File: config.mk
export PLATFORM = sky130hd
export DESIGN_NAME = psum_deskew_collector
export DESIGN_NICKNAME = d
export VERILOG_FILES = /design/src/rtl/psum_deskew_collector_pkg.sv /design/src/rtl/psum_row_fifo.sv /design/src/rtl/psum_deskew_collector.sv
export SDC_FILE = /design/constraint.sdc
export NUM_CORES = 1
export LEC_CHECK = 0
export CORE_ASPECT_RATIO = 1.75
export CORE_MARGIN = 2
export CORE_UTILIZATION = 55
export DETAILED_ROUTE_END_ITERATION = 8
export HOLD_SLACK_MARGIN = 0.12
export PLACE_DENSITY = 0.86
export SLEW_MARGIN = 0
export SYNTH_ARGS = -nofsm -noshare
export SYNTH_HDL_FRONTEND = slang
export SYNTH_SLANG_ARGS = --single-unit
File: constraint.sdc
create_clock -name clk -period 7.7 [get_ports clk]
set_input_delay 2.31 -clock clk [delete_from_list [all_inputs] [get_ports clk]]
set_output_delay 2.31 -clock clk [all_outputs]
set_load 0.01 [all_outputs]
File: src/rtl/psum_deskew_collector_pkg.sv
// Shared definitions for the systolic array result path: default lane
// width, count-width sizing and lane slicing helpers.
package psum_deskew_collector_pkg;

   localparam int ACC_WIDTH_DEFAULT = 32;

   // Width of a counter that must represent 0..n inclusive.
   function automatic int count_width(input int n);
      return $clog2(n) + 1;
   endfunction

   // Bit offset of lane 'lane' inside a packed row of 'width'-bit lanes.
   function automatic int lane_lsb(input int lane, input int width);
      return lane * width;
   endfunction

endpackage

File: src/rtl/psum_row_fifo.sv
// Synchronous FIFO holding aligned psum rows. The head entry is read
// straight from storage so a pushed row is visible on the next cycle.
// Pushes while full are accepted only when a pop frees a slot in the
// same cycle.
module psum_row_fifo
   import psum_deskew_collector_pkg::*;
#(
   parameter int WIDTH = 128,
   parameter int DEPTH = 4
) (
   input  logic                          clk,
   input  logic                          rst,
   input  logic                          push,
   input  logic                          pop,
   input  logic [WIDTH-1:0]              wdata,
   output logic [WIDTH-1:0]              rdata,
   output logic                          full,
   output logic                          empty,
   output logic [count_width(DEPTH)-1:0] count
);

   localparam int AW = $clog2(DEPTH);
   localparam int CW = count_width(DEPTH);

   logic [WIDTH-1:0] mem_q [DEPTH];
   logic [AW-1:0]    wr_ptr_q, rd_ptr_q;
   logic [CW-1:0]    count_q, count_d;
   logic             do_push, do_pop;

   assign full    = (count_q == CW'(DEPTH));
   assign empty   = (count_q == '0);
   assign do_pop  = pop & ~empty;
   assign do_push = push & (~full | do_pop);

   // Row storage is not reset; only pointers define what is valid.
   always_ff @(posedge clk) begin
      if (do_push) mem_q[wr_ptr_q] <= wdata;
   end

   // Occupancy moves only when exactly one of push/pop happens.
   always_comb begin
      count_d = count_q;
      case ({do_push, do_pop})
         2'b10:   count_d = count_q + 1'b1;
         2'b01:   count_d = count_q - 1'b1;
         default: count_d = count_q;
      endcase
   end

   // Pointer and occupancy registers; depth is a power of two so the
   // pointers wrap naturally.
   always_ff @(posedge clk) begin
      if (rst) begin
         wr_ptr_q <= '0;
         rd_ptr_q <= '0;
         count_q  <= '0;
      end else begin
         if (do_push) wr_ptr_q <= wr_ptr_q + 1'b1;
         if (do_pop)  rd_ptr_q <= rd_ptr_q + 1'b1;
         count_q <= count_d;
      end
   end

   assign rdata = mem_q[rd_ptr_q];
   assign count = count_q;

endmodule

File: src/rtl/psum_deskew_collector.sv
// Bottom-row psum collector: removes the one-cycle-per-column skew of the
// systolic array output, buffers aligned rows and hands them out over a
// valid/ready port tagged with their row index inside the tile. The
// array cannot be stalled, so rows arriving at a full buffer are dropped
// and recorded in a sticky overflow flag.
module psum_deskew_collector
   import psum_deskew_collector_pkg::*;
#(
   parameter int ARRAY_COLS = 4,
   parameter int ACC_WIDTH  = ACC_WIDTH_DEFAULT,
   parameter int FIFO_DEPTH = 4,
   parameter int TILE_ROWS  = 4
) (
   input  logic                                clk,
   input  logic                                rst,
   input  logic                                in_valid,
   input  logic [ARRAY_COLS*ACC_WIDTH-1:0]     psum_in,
   output logic                                out_valid,
   input  logic                                out_ready,
   output logic [ARRAY_COLS*ACC_WIDTH-1:0]     out_data,
   output logic [count_width(TILE_ROWS)-1:0]   out_row,
   output logic                                out_last,
   output logic [count_width(FIFO_DEPTH)-1:0]  fifo_count,
   output logic                                overflow,
   input  logic                                clear_ovf
);

   localparam int RW = count_width(TILE_ROWS);
   localparam int RowW = ARRAY_COLS * ACC_WIDTH;

   logic [RowW-1:0] aligned_row;
   logic            aligned_valid;
   logic [RowW-1:0] head_row;
   logic            fifo_full, fifo_empty;
   logic            pop, drop;
   logic [RW-1:0]   row_q, row_d;
   logic            ovf_q, ovf_d;

   // Lane j lags column 0 by j cycles, so it is delayed by the remaining
   // ARRAY_COLS-1-j cycles to line up with the last lane.
   for (genvar gi = 0; gi < ARRAY_COLS; gi++) begin : g_lane
      localparam int DLY = ARRAY_COLS - 1 - gi;
      localparam int LSB = lane_lsb(gi, ACC_WIDTH);
      if (DLY == 0) begin : g_direct
         assign aligned_row[LSB +: ACC_WIDTH] = psum_in[LSB +: ACC_WIDTH];
      end else begin : g_delay
         logic [ACC_WIDTH-1:0] dly_q [DLY];
         // Free-running data delay line; never stalled, never reset.
         always_ff @(posedge clk) begin
            dly_q[0] <= psum_in[LSB +: ACC_WIDTH];
            for (int k = 1; k < DLY; k++) dly_q[k] <= dly_q[k-1];
         end
         assign aligned_row[LSB +: ACC_WIDTH] = dly_q[DLY-1];
      end
   end

   // Row-valid follows column 0 through the full ARRAY_COLS-1 delay.
   if (ARRAY_COLS == 1) begin : g_vld_direct
      assign aligned_valid = in_valid;
   end else begin : g_vld_delay
      localparam int VW = ARRAY_COLS - 1;
      logic [VW-1:0] vld_q;
      // Valid shift register; reset discards rows still in flight.
      always_ff @(posedge clk) begin
         if (rst) vld_q <= '0;
         else     vld_q <= (vld_q << 1) | VW'(in_valid);
      end
      assign aligned_valid = vld_q[VW-1];
   end

   assign out_valid = ~fifo_empty;
   assign pop       = out_valid & out_ready;
   assign drop      = aligned_valid & fifo_full & ~pop;

   psum_row_fifo #(
      .WIDTH (RowW),
      .DEPTH (FIFO_DEPTH)
   ) u_fifo (
      .clk   (clk),
      .rst   (rst),
      .push  (aligned_valid),
      .pop   (pop),
      .wdata (aligned_row),
      .rdata (head_row),
      .full  (fifo_full),
      .empty (fifo_empty),
      .count (fifo_count)
   );

   // Row index advances per accepted row and wraps at the tile size;
   // overflow is sticky with a drop taking priority over a clear.
   always_comb begin
      row_d = row_q;
      if (pop) begin
         if (row_q == RW'(TILE_ROWS - 1)) row_d = '0;
         else                             row_d = row_q + 1'b1;
      end
      ovf_d = ovf_q;
      if (drop)           ovf_d = 1'b1;
      else if (clear_ovf) ovf_d = 1'b0;
   end

   // Row counter and overflow flag registers.
   always_ff @(posedge clk) begin
      if (rst) begin
         row_q <= '0;
         ovf_q <= 1'b0;
      end else begin
         row_q <= row_d;
         ovf_q <= ovf_d;
      end
   end

   assign out_data = out_valid ? head_row : '0;
   assign out_row  = out_valid ? row_q : '0;
   assign out_last = out_valid ? (row_q == RW'(TILE_ROWS - 1)) : 1'(TILE_ROWS == 1);
   assign overflow = ovf_q;

endmodule
==> results of run 1 <==
power groups by stage:
| stage | Clock [mW] | Sequential [mW] | Combinational (mW) |
|---|---|---|---|
| after floorplan | 0 | 4.33 | 0.341 |
| after global placement | 0 | 4.35 | 0.607 |
| after detailed placement | 0 | 4.36 | 0.613 |
| after CTS | 3.00 | 4.27 | 0.618 |
| after global routing | 3.13 | 4.28 | 0.648 |
| final | 2.94 | 4.27 | 0.607 |
sequential cells by signal, summed over array words and instances, names as in the netlist, named ones only:
name                  flops
g_lane.g_delay.dly_q    192
u_fifo.mem_q            512
g_vld_delay.vld_q         3
u_fifo.count              3
u_fifo.wr_ptr_q           2
row_q                     3
overflow                  1
u_fifo.rd_ptr_q           2
synthesized netlist by cell type:
master	n	area, um2
and2b_4	1	10.0
xor2_1	4	35.0
nand2_1	2	7.51
nand3_1	1	5.00
fa_1	1	20.0
a21oi_1	6	30.0
nor2b_1	5	31.3
buf_2	14	70.1
nor4b_1	1	8.76
mux2i_1	1	10.0
dfxtp_1	208	4160
buf_12	10	200
or3_1	3	18.8
o21ai_0	1	5.00
clkbuf_1	9	33.8
nor2_1	9	33.8
ha_1	6	75.1
o31ai_1	1	7.51
nand2b_1	3	18.8
and2_1	136	851
buf_4	1	7.51
o311ai_0	1	8.76
inv_1	7	26.3
mux4_2	128	2880
buf_6	4	45.0
mux2_2	1	11.3
edfxtp_1	512	15400
clkbuf_2	6	30.0
critical path, cell delays in order, from the launching register on:
cell and delay [ns]:
dfxtp_1 0.46, or3_4 0.79, buf_4 0.57, and2_1 0.26
clkdlybuf4s50_1 0.58
metrics by stage:
stage	util	power (mW)	worst slack (ns)
5_1_grt	0.674	8.06	1.88
2_1_floorplan	-	4.67	1.60
3_3_place_gp	0.629	4.96	2.64
6_report	0.674	7.82	2.11
4_1_cts	0.674	7.89	2.01
3_5_place_dp	0.629	4.97	2.65
per-layer routing:
layer | up-vias | track usage | share of wire | wire (um)
li1 | 4787 | - | - | -
met5 | - | 0 | 0.00072 | 31
met3 | 116 | 0.0269 | 0.048 | 2070
met2 | 395 | 0.339 | 0.53 | 22800
met4 | 4 | 0.0942 | 0.045 | 1940
met1 | 5557 | 0.233 | 0.38 | 16200
placed cells by master (no fill, tap or decap), types with 3 or more instances in the layout:
| cell type | count |
|---|---|
| a21oi_1 | 6 |
| and2_1 | 132 |
| and2_4 | 4 |
| buf_12 | 7 |
| bufinv_16 | 5 |
| clkbuf_1 | 13 |
| clkbuf_16 | 60 |
| clkbuf_8 | 6 |
| clkdlybuf4s50_1 | 269 |
| clkinv_1 | 6 |
| clkinv_2 | 9 |
| clkinv_4 | 4 |
| dfxtp_1 | 206 |
| diode_2 | 5 |
| edfxtp_1 | 512 |
| ha_1 | 6 |
| inv_1 | 7 |
| inv_6 | 3 |
| mux4_2 | 128 |
| nand2b_1 | 3 |
| nor2_1 | 9 |
| nor2b_1 | 5 |
| xor2_1 | 4 |
path summary, 6_finish.rpt:
check,startpoint,endpoint,slack [ns],depth (start not counted)
min reg2reg,g_lane[1].g_delay.dly_q[0][25],g_lane[1].g_delay.dly_q[0][57],0.32,0
max reg2reg,u_fifo.count[0],u_fifo.mem_q[2][2],5.16,4
max,u_fifo.count[0],out_data[60],2.11,4
min,g_lane[1].g_delay.dly_q[0][25],g_lane[1].g_delay.dly_q[0][57],0.32,0
cell type report:
class | count | area [um2] | share of cell area
well taps | 566 | 708 | 0.0243
flip-flops and latches | 720 | 19500 | 0.671
clock buffers | 79 | 1630 | 0.0560
diodes | 5 | 12.5 | 0.000429
multi-input cells | 311 | 4090 | 0.140
inverters | 7 | 26.3 | 0.000902
repair buffers | 277 | 2840 | 0.0975
clock inverters | 28 | 287 | 0.00983
cells by family (layout without fill, tap and decap cells):
group / count (synthesis) / count (layout) / synth area share
flip-flops: 720 / 720 / 0.813
other: 0 / 5 / 0
buffers and inverters: 51 / 391 / 0.0172
adder cells (fa/ha/maj): 7 / 7 / 0.00396
XOR/XNOR: 4 / 4 / 0.00146
multiplexers: 130 / 130 / 0.121
AND/OR/NAND/NOR: 161 / 161 / 0.0410
AO/OA/AOI/OAI: 9 / 9 / 0.00214
==> reports/results.tsv, run 1 <==
stage	metric	value	unit
floorplanning	dieHeight	280	um
placement	port-buffer-count	269	
clocking	insertion_delay	0.59	ns
yosys	yosysSeqAreaShare	0.813	
grt	gr-total-overflow	0	
yosys	synth_cell_types	28	
detailed_routing	drt-total-wl	43100	um
critical_path	endpoint_kind	primary output	
yosys	syn_inst	1082	
power_and_ir_drop	combPwrFrac	0.078	
power_and_ir_drop	powerDensity	268	mW/mm2
clocking	cts_hold_buf	0	
clocking	cts_sinks	720	
run_status	status	finished clean	
power_and_ir_drop	internal-power	6.22	mW
clocking	cts_tree	built	
detailed_routing	drtIter0Drc	744	
floorplanning	die_w	162	um
clocking	clockBufferDepth	3	
clocking	ctsResizeCount	0	
layout	fillers	2721	
sta	whs	0.325	ns
clocking	cts_root_buf	clkbuf_16	
clocking	clkTransAtPathRegs	0.07	ns
worst_hold_path	hold_class	reg -> reg	
detailed_routing	routed_via_density	5.45	
placement	dpl_cell_area	0.0272	mm2
sta	slew_headroom	0.377	
power_and_ir_drop	p_sw_frac	0.204	
power_and_ir_drop	clkPwrFrac	0.376	
yosys	avgSynthCellArea	22.2	um2
power_and_ir_drop	power_leakage	9.55	nW
clocking	h-tree-depth	2	
critical_path	cp-start-kind	flop	
sta	finalClockSkew	0.0223	ns
sta	rsz0062_at_grt	no	
detailed_routing	drc_errors	0	
yosys	syn_nets	1222	
clocking	cts_buffers	57	
floorplanning	boundaryPins	270	
critical_path	critPathKind	reg -> out	
power_and_ir_drop	seq_power_share	0.546	
floorplanning	initial_core_util	0.556	
critical_path	crit_fanout	81	
sta	worst_pin_slew	0.935	ns
sta	fin_crit	5.59	ns
grt	antenna_found_initial	9	
critical_path	required	5.39	ns
floorplanning	die_area	0.0454	mm2
placement	place_inst	1881	
placement	gp_congestion	0.752	
detailed_routing	wl_per_cell	21.6	um
yosys	netlist_area	0.0240	mm2
power_and_ir_drop	power_switching	1.59	mW
placement	dpl.hpwl	24900	um
power_and_ir_drop	peakVddDrop	0.252	mV
detailed_routing	num_vias	10900	
layout	stdcell_count	1993	
layout	fin_area	0.0291	mm2
sta	clock.fmax	179	MHz
layout	drive_gt1_frac	0.164	
sta	period_share	0.726	
grt	grt_max_degree	91	
layout	syn2layout_area_growth	21.3	%
sta	finalHoldViolations	0	
critical_path	arrival	3.28	ns
layout	fin_nets	1514	
detailed_routing	ant_nets	0	
floorplanning	std_cell_rows	101	
floorplanning	core-area	0.0432	mm2
sta	tns	0	ns
grt	grt_pass1_vias	11700	
job	cap_violations	0	
yosys	synth_warnings	0	
grt	grt_pass1_wl	65900	um
clocking	postCtsSetupBuffers	0	
grt	grt_usage	0.193	
yosys	ys_ff_latch	720	
sta	slew_violations	0	
sta	finalSetupViolations	0	
detailed_routing	dr.pass1.iters	5	
Note: power is estimated with default switching activity, not from simulation.
==> run 2, diff against run 1 <==
==> constraint.sdc (replaced) <==
create_clock -name clk -period 5.5 [get_ports clk]
set_input_delay 1.65 -clock clk [delete_from_list [all_inputs] [get_ports clk]]
set_output_delay 1.65 -clock clk [all_outputs]
set_load 0.01 [all_outputs]
==> reports/results.tsv, run 2 (synthesized netlist as in run 1, its figures left out) <==
stage	metric	value	unit	change
clocking	clkTransAtPathRegs	0.07	ns	about the same
detailed_routing	top_layer_used	met5		
grt	grt_pass1_vias	11500		-1.3%
detailed_routing	drt-total-wl	44800	um	+3.9%
detailed_routing	dr.pass1.iters	4		-1
sta	finalSetupViolations	0		unchanged
floorplanning	die_area	0.0454	mm2	unchanged
power_and_ir_drop	finalPower	11.0	mW	+41%
clocking	clockBufferDepth	3		unchanged
detailed_routing	drtIter0Drc	609		-18%
detailed_routing	wl_per_cell	22.4	um	+3.7%
floorplanning	dieHeight	280	um	unchanged
layout	fin_nets	1521		+0.46%
clocking	cts_tree	built		
sta	worst_pin_slew	0.771	ns	-0.164 ns
power_and_ir_drop	clkPwrFrac	0.379		+0.003
clocking	h-tree-depth	2		unchanged
critical_path	crit_fanout	37		-54%
clocking	insertion_delay	0.60	ns	about the same
sta	finalHoldViolations	0		unchanged
layout	top_regs	u_fifo.mem_q: 512 flops, g_lane.g_delay.dly_q: 192 flops		
clocking	cts_buffers	57		unchanged
power_and_ir_drop	peakVddDrop	0.313	mV	+25%
grt	grt_max_degree	128		+41%
floorplanning	die_w	162	um	unchanged
floorplanning	initial_core_util	0.556		unchanged
layout	drive_gt1_frac	0.169		+0.00480
sta	clock.fmax	214	MHz	
job	cap_violations	0		unchanged
floorplanning	boundaryPins	270		unchanged
sta	fin_crit	4.68	ns	
detailed_routing	route.met2.wl	24400	um	+6.9%
power_and_ir_drop	powerDensity	376	mW/mm2	+40%
clocking	postCtsSetupBuffers	0		unchanged
critical_path	cp-start-kind	flop		
power_and_ir_drop	p_sw_frac	0.207		+0.00311
placement	gp_congestion	0.750		-0.27%
detailed_routing	dr_wl_met3	2220	um	+7.3%
detailed_routing	num_vias	10800		-0.41%
placement	place_inst	1888		+0.37%
sta	period_share	0.851		
worst_hold_path	hold_class	reg -> reg		
power_and_ir_drop	internal-power	8.73	mW	+40%
floorplanning	core-area	0.0432	mm2	unchanged
sta	finalClockSkew	0.0296	ns	+0.00730 ns
layout	final_core_util	0.677		+0.00321
power_and_ir_drop	power_switching	2.27	mW	+43%
detailed_routing	routed_via_density	5.41		-0.66%
clocking	cts_hold_buf	0		unchanged
placement	dpl.hpwl	25600	um	+2.8%
layout	stdcell_count	1998		+0.25%
power_and_ir_drop	power_leakage	9.62	nW	+0.77%
placement	port-buffer-count	269		unchanged
critical_path	critPathKind	reg -> out		
layout	fillers	2682		-1.4%
grt	gr-total-overflow	0		unchanged
power_and_ir_drop	seq_power_share	0.543		-0.003
clocking	cts_root_buf	clkbuf_16		
layout	syn2layout_area_growth	21.9	%	
clocking	ctsResizeCount	0		unchanged
floorplanning	std_cell_rows	101		unchanged
layout	largest_reg_flops	512		unchanged
grt	antenna_found_initial	4		-5
layout	largest-register	u_fifo.mem_q		
critical_path	arrival	3.03	ns	-0.25 ns
run_status	status	finished clean		
detailed_routing	ant_nets	0		unchanged
detailed_routing	drc_errors	0		unchanged
clocking	cts_sinks	720		unchanged
grt	grt_usage	0.197		+0.00438
grt	grt_pass1_wl	67000	um	+1.7%
sta	tns	0	ns	unchanged
critical_path	required	3.85	ns	-1.54 ns
sta	slew_headroom	0.486		+0.109
layout	most-common-layout-cells	edfxtp_1 (512), clkdlybuf4s50_1 (269), dfxtp_1 (206), and2_1 (132), mux4_2 (128)		
sta	whs	0.321	ns	-0.00377 ns
sta	rsz0062_at_grt	no		
detailed_routing	wl_met1	16600	um	+2.7%
sta	slew_violations	0		unchanged
power_and_ir_drop	combPwrFrac	0.079		about the same
critical_path	endpoint_kind	primary output		
layout	final_common_cell	edfxtp_1		
==> run 2: cell type report <==
cell class | count | area, um2 | share of cell area
Sequential cell | 720 | 19500 | 0.668
Multi-Input combinational cell | 311 | 4090 | 0.140
Timing Repair Buffer | 284 | 2940 | 0.101
Clock buffer | 82 | 1710 | 0.0584
Tap cell | 566 | 708 | 0.0242
Clock inverter | 25 | 251 | 0.00859
Inverter | 7 | 26.3 | 0.000897
Antenna cell | 3 | 7.51 | 0.000256
==> run 2: power groups by stage <==
stage                     combinational (mW)  sequential, mW  clock [mW]
after CTS                              0.883            5.98        4.26
after detailed placement               0.873            6.10           0
after global routing                   0.925            5.99        4.45
final                                  0.866            5.97        4.17
after global placement                 0.865            6.08           0
after floorplan                        0.477            6.06           0
==> run 2: worst max-delay path, cell delays in order, from the launching register on <==
cell and delay (ns):
dfxtp_4 0.78, buf_12 0.38, mux4_2 0.57, and2_1 0.20, clkdlybuf4s50_1 0.48
==> run 2: path summary, 6_finish.rpt <==
check / start / to / slack [ns] / cells after the start
setup reg to reg: u_fifo.count[2] / u_fifo.count[2] / 3.02 / 9
setup / recovery: flop / out_data[116] / 0.82 / 4
hold / removal: g_lane[0].g_delay.dly_q[0][56] / g_lane[0].g_delay.dly_q[0][88] / 0.32 / 0
hold reg to reg: g_lane[0].g_delay.dly_q[0][56] / g_lane[0].g_delay.dly_q[0][88] / 0.32 / 0
==> run 2: stage by stage <==
stage,setup WS (ns),cell area [um2]
after floorplan,0.0643,24000
after global placement,1.34,27300
after detailed placement,1.31,27300
after CTS,0.677,29300
after global routing,0.610,29300
final,0.819,29300
==> run 2: per-layer routing <==
layer / track usage / vias up
met4: 0.0767 / 4
met3: 0.0373 / 97
li1: - / 4795
met5: 0 / -
met2: 0.355 / 340
met1: 0.233 / 5578
==> run 3, diff against run 2 <==
--- a/config.mk
+++ b/config.mk
@@ -10,7 +10,7 @@
 export CORE_UTILIZATION = 55
 export DETAILED_ROUTE_END_ITERATION = 8
 export HOLD_SLACK_MARGIN = 0.12
-export PLACE_DENSITY = 0.86
+export PLACE_DENSITY = 0.74
 export SLEW_MARGIN = 0
 export SYNTH_ARGS = -nofsm -noshare
 export SYNTH_HDL_FRONTEND = slang
==> reports/results.tsv, run 3 (synthesized netlist as in run 1, its figures left out) <==
stage	metric	value	unit	change
run_status	status	finished clean		
layout	largest-register	u_fifo.mem_q		
sta	worst_pin_slew	0.928	ns	+0.157 ns
layout	fin_nets	1527		+0.39%
layout	top_regs	u_fifo.mem_q: 512 flops, g_lane.g_delay.dly_q: 192 flops		
detailed_routing	num_vias	10700		-1.4%
detailed_routing	routed_via_density	5.33		-1.6%
floorplanning	dieHeight	280	um	unchanged
floorplanning	core-area	0.0432	mm2	unchanged
layout	most-common-layout-cells	edfxtp_1 (512), clkdlybuf4s50_1 (269), dfxtp_1 (206), and2_1 (132), mux4_2 (128)		
sta	finalClockSkew	0.0176	ns	-0.0120 ns
job	cap_violations	0		unchanged
placement	gp_congestion	0.719		-4.1%
layout	stdcell_count	2002		+0.20%
layout	drive_gt1_frac	0.172		+0.00336
sta	clock.fmax	212	MHz	-0.70%
floorplanning	die_w	162	um	unchanged
floorplanning	initial_core_util	0.556		unchanged
power_and_ir_drop	peakVddDrop	0.352	mV	+12%
detailed_routing	drt-total-wl	43600	um	-2.7%
placement	dpl.hpwl	25800	um	+0.95%
clocking	cts_hold_buf	0		unchanged
critical_path	required	3.85	ns	about the same
layout	largest_reg_flops	512		unchanged
placement	place_inst	1893		+0.26%
detailed_routing	dr.pass1.iters	5		+1
clocking	cts_buffers	58		+1.8%
sta	finalSetupViolations	0		unchanged
grt	gr-total-overflow	0		unchanged
power_and_ir_drop	combPwrFrac	0.079		about the same
sta	slew_headroom	0.381		-0.105
layout	register_area	0.0195	mm2	unchanged
detailed_routing	wl_per_cell	21.8	um	-2.9%
clocking	cts_root_buf	clkbuf_16		
clocking	clockBufferDepth	3		unchanged
power_and_ir_drop	powerDensity	376	mW/mm2	about the same
critical_path	reg2reg_depth	9		unchanged
critical_path	cp-start-kind	flop		
sta	rsz0062_at_grt	no		
critical_path	r2r_end	u_fifo.count[2]		
floorplanning	std_cell_rows	101		unchanged
clocking	ctsResizeCount	0		unchanged
placement	port-buffer-count	269		unchanged
detailed_routing	drc_errors	0		unchanged
clocking	clkTransAtPathRegs	0.07	ns	about the same
critical_path	crit_fanout	72		+95%
critical_path	crit_start	u_fifo.count[0]		
floorplanning	die_area	0.0454	mm2	unchanged
sta	period_share	0.857		+0.00598
sta	fin_crit	4.71	ns	+0.0329 ns
critical_path	r2r-start	u_fifo.count[0]		
sta	tns	0	ns	unchanged
grt	grt_pass1_vias	11100		-3.9%
clocking	insertion_delay	0.58	ns	-0.02 ns
detailed_routing	ant_nets	0		unchanged
critical_path	critPathKind	reg -> out		
layout	final_common_cell	edfxtp_1		
grt	antenna_found_initial	0		-4
clocking	cts_tree	built		
power_and_ir_drop	seq_power_share	0.543		about the same
power_and_ir_drop	power_leakage	9.65	nW	+0.26%
critical_path	rrSetupSlack	2.90	ns	-0.12 ns
layout	fillers	2822		+5.2%
critical_path	endpoint	out_data[14]		
grt	grt_pass1_wl	66000	um	-1.5%
sta	finalHoldViolations	0		unchanged
layout	syn2layout_area_growth	21.8	%	about the same
clocking	cts_sinks	720		unchanged
power_and_ir_drop	internal-power	8.78	mW	+0.55%
critical_path	arrival	3.06	ns	+0.03 ns
critical_path	endpoint_kind	primary output		
power_and_ir_drop	p_sw_frac	0.202		-0.00452
layout	multiInputGateArea	0.00409	mm2	unchanged
grt	grt_usage	0.194		-0.00320
power_and_ir_drop	clkPwrFrac	0.378		about the same
detailed_routing	drtIter0Drc	653		+7.2%
grt	grt_max_degree	73		-43%
floorplanning	boundaryPins	270		unchanged
power_and_ir_drop	power_switching	2.22	mW	-2.2%
layout	antennaDiodeCount	0		-3
sta	slew_violations	0		unchanged
clocking	h-tree-depth	2		unchanged
clocking	postCtsSetupBuffers	0		unchanged
worst_hold_path	hold_class	reg -> reg		
==> run 3: cell types whose count changed in the layout (fill, tap and decap cells not counted), moves of 2 or more <==
cell	delta
buf_12	-3
buf_4	+8
clkbuf_1	+2
clkbuf_8	+7
clkinv_2	+5
clkinv_8	-3
diode_2	-3
inv_4	-4
inv_6	-2
==> run 3: critical path, cell delays in order, from the launching register on <==
cell and delay, ns:
dfxtp_1 0.45, or3_4 0.77, buf_4 0.49, and2_1 0.22, clkdlybuf4s50_1 0.55
==> run 3: worst min path at each step <==
stage | end | slack, ns | start | depth (start not counted)
after floorplan | g_lane[0].g_delay.dly_q[0][32] | 0.31 | g_lane[0].g_delay.dly_q[0][0] | 0
after global placement | g_lane[0].g_delay.dly_q[0][60] | 0.31 | g_lane[0].g_delay.dly_q[0][28] | 0
after detailed placement | g_lane[0].g_delay.dly_q[0][38] | 0.31 | g_lane[0].g_delay.dly_q[0][6] | 0
after CTS | g_lane[0].g_delay.dly_q[0][39] | 0.32 | g_lane[0].g_delay.dly_q[0][7] | 0
after global routing | g_lane[0].g_delay.dly_q[0][83] | 0.33 | g_lane[0].g_delay.dly_q[0][51] | 0
final | g_lane[0].g_delay.dly_q[0][81] | 0.32 | g_lane[0].g_delay.dly_q[0][49] | 0
==> run 3: final cells by class <==
cell class / instances / area share
sequential: 720 / 0.668
multi-input combinational: 311 / 0.140
timing repair buffer: 289 / 0.101
clock buffer: 90 / 0.0611
tap: 566 / 0.0242
clock inverter: 19 / 0.00590
inverter: 7 / 0.000898
==> run 3: layer usage <==
layer | vias up | global-route usage | share of wire
met5 | - | 0 | 0
met4 | 0 | 0.0615 | 0.027
met3 | 60 | 0.0257 | 0.046
met2 | 312 | 0.332 | 0.52
met1 | 5488 | 0.260 | 0.41
li1 | 4803 | - | -
==> run 3: power by group through the flow <==
stage               Combinational [mW]  Sequential (mW)  Clock, mW
floorplan                        0.477             6.06          0
global placement                 0.883             6.08          0
detailed placement               0.888             6.09          0
CTS                              0.894             5.97       4.26
global route                     0.937             5.98       4.45
finish                           0.871             5.97       4.16
==> run 3: metrics by stage <==
step	hold slack, ns	power [mW]	area [um2]	util	setup slack [ns]
2_1_floorplan	0.310	6.54	24000	-	0.0643
3_3_place_gp	0.310	6.96	27300	0.632	1.32
3_5_place_dp	0.312	6.98	27300	0.632	1.20
4_1_cts	0.322	11.1	29300	0.677	0.648
5_1_grt	0.326	11.4	29300	0.677	0.525
6_report	0.319	11.0	29300	0.677	0.786
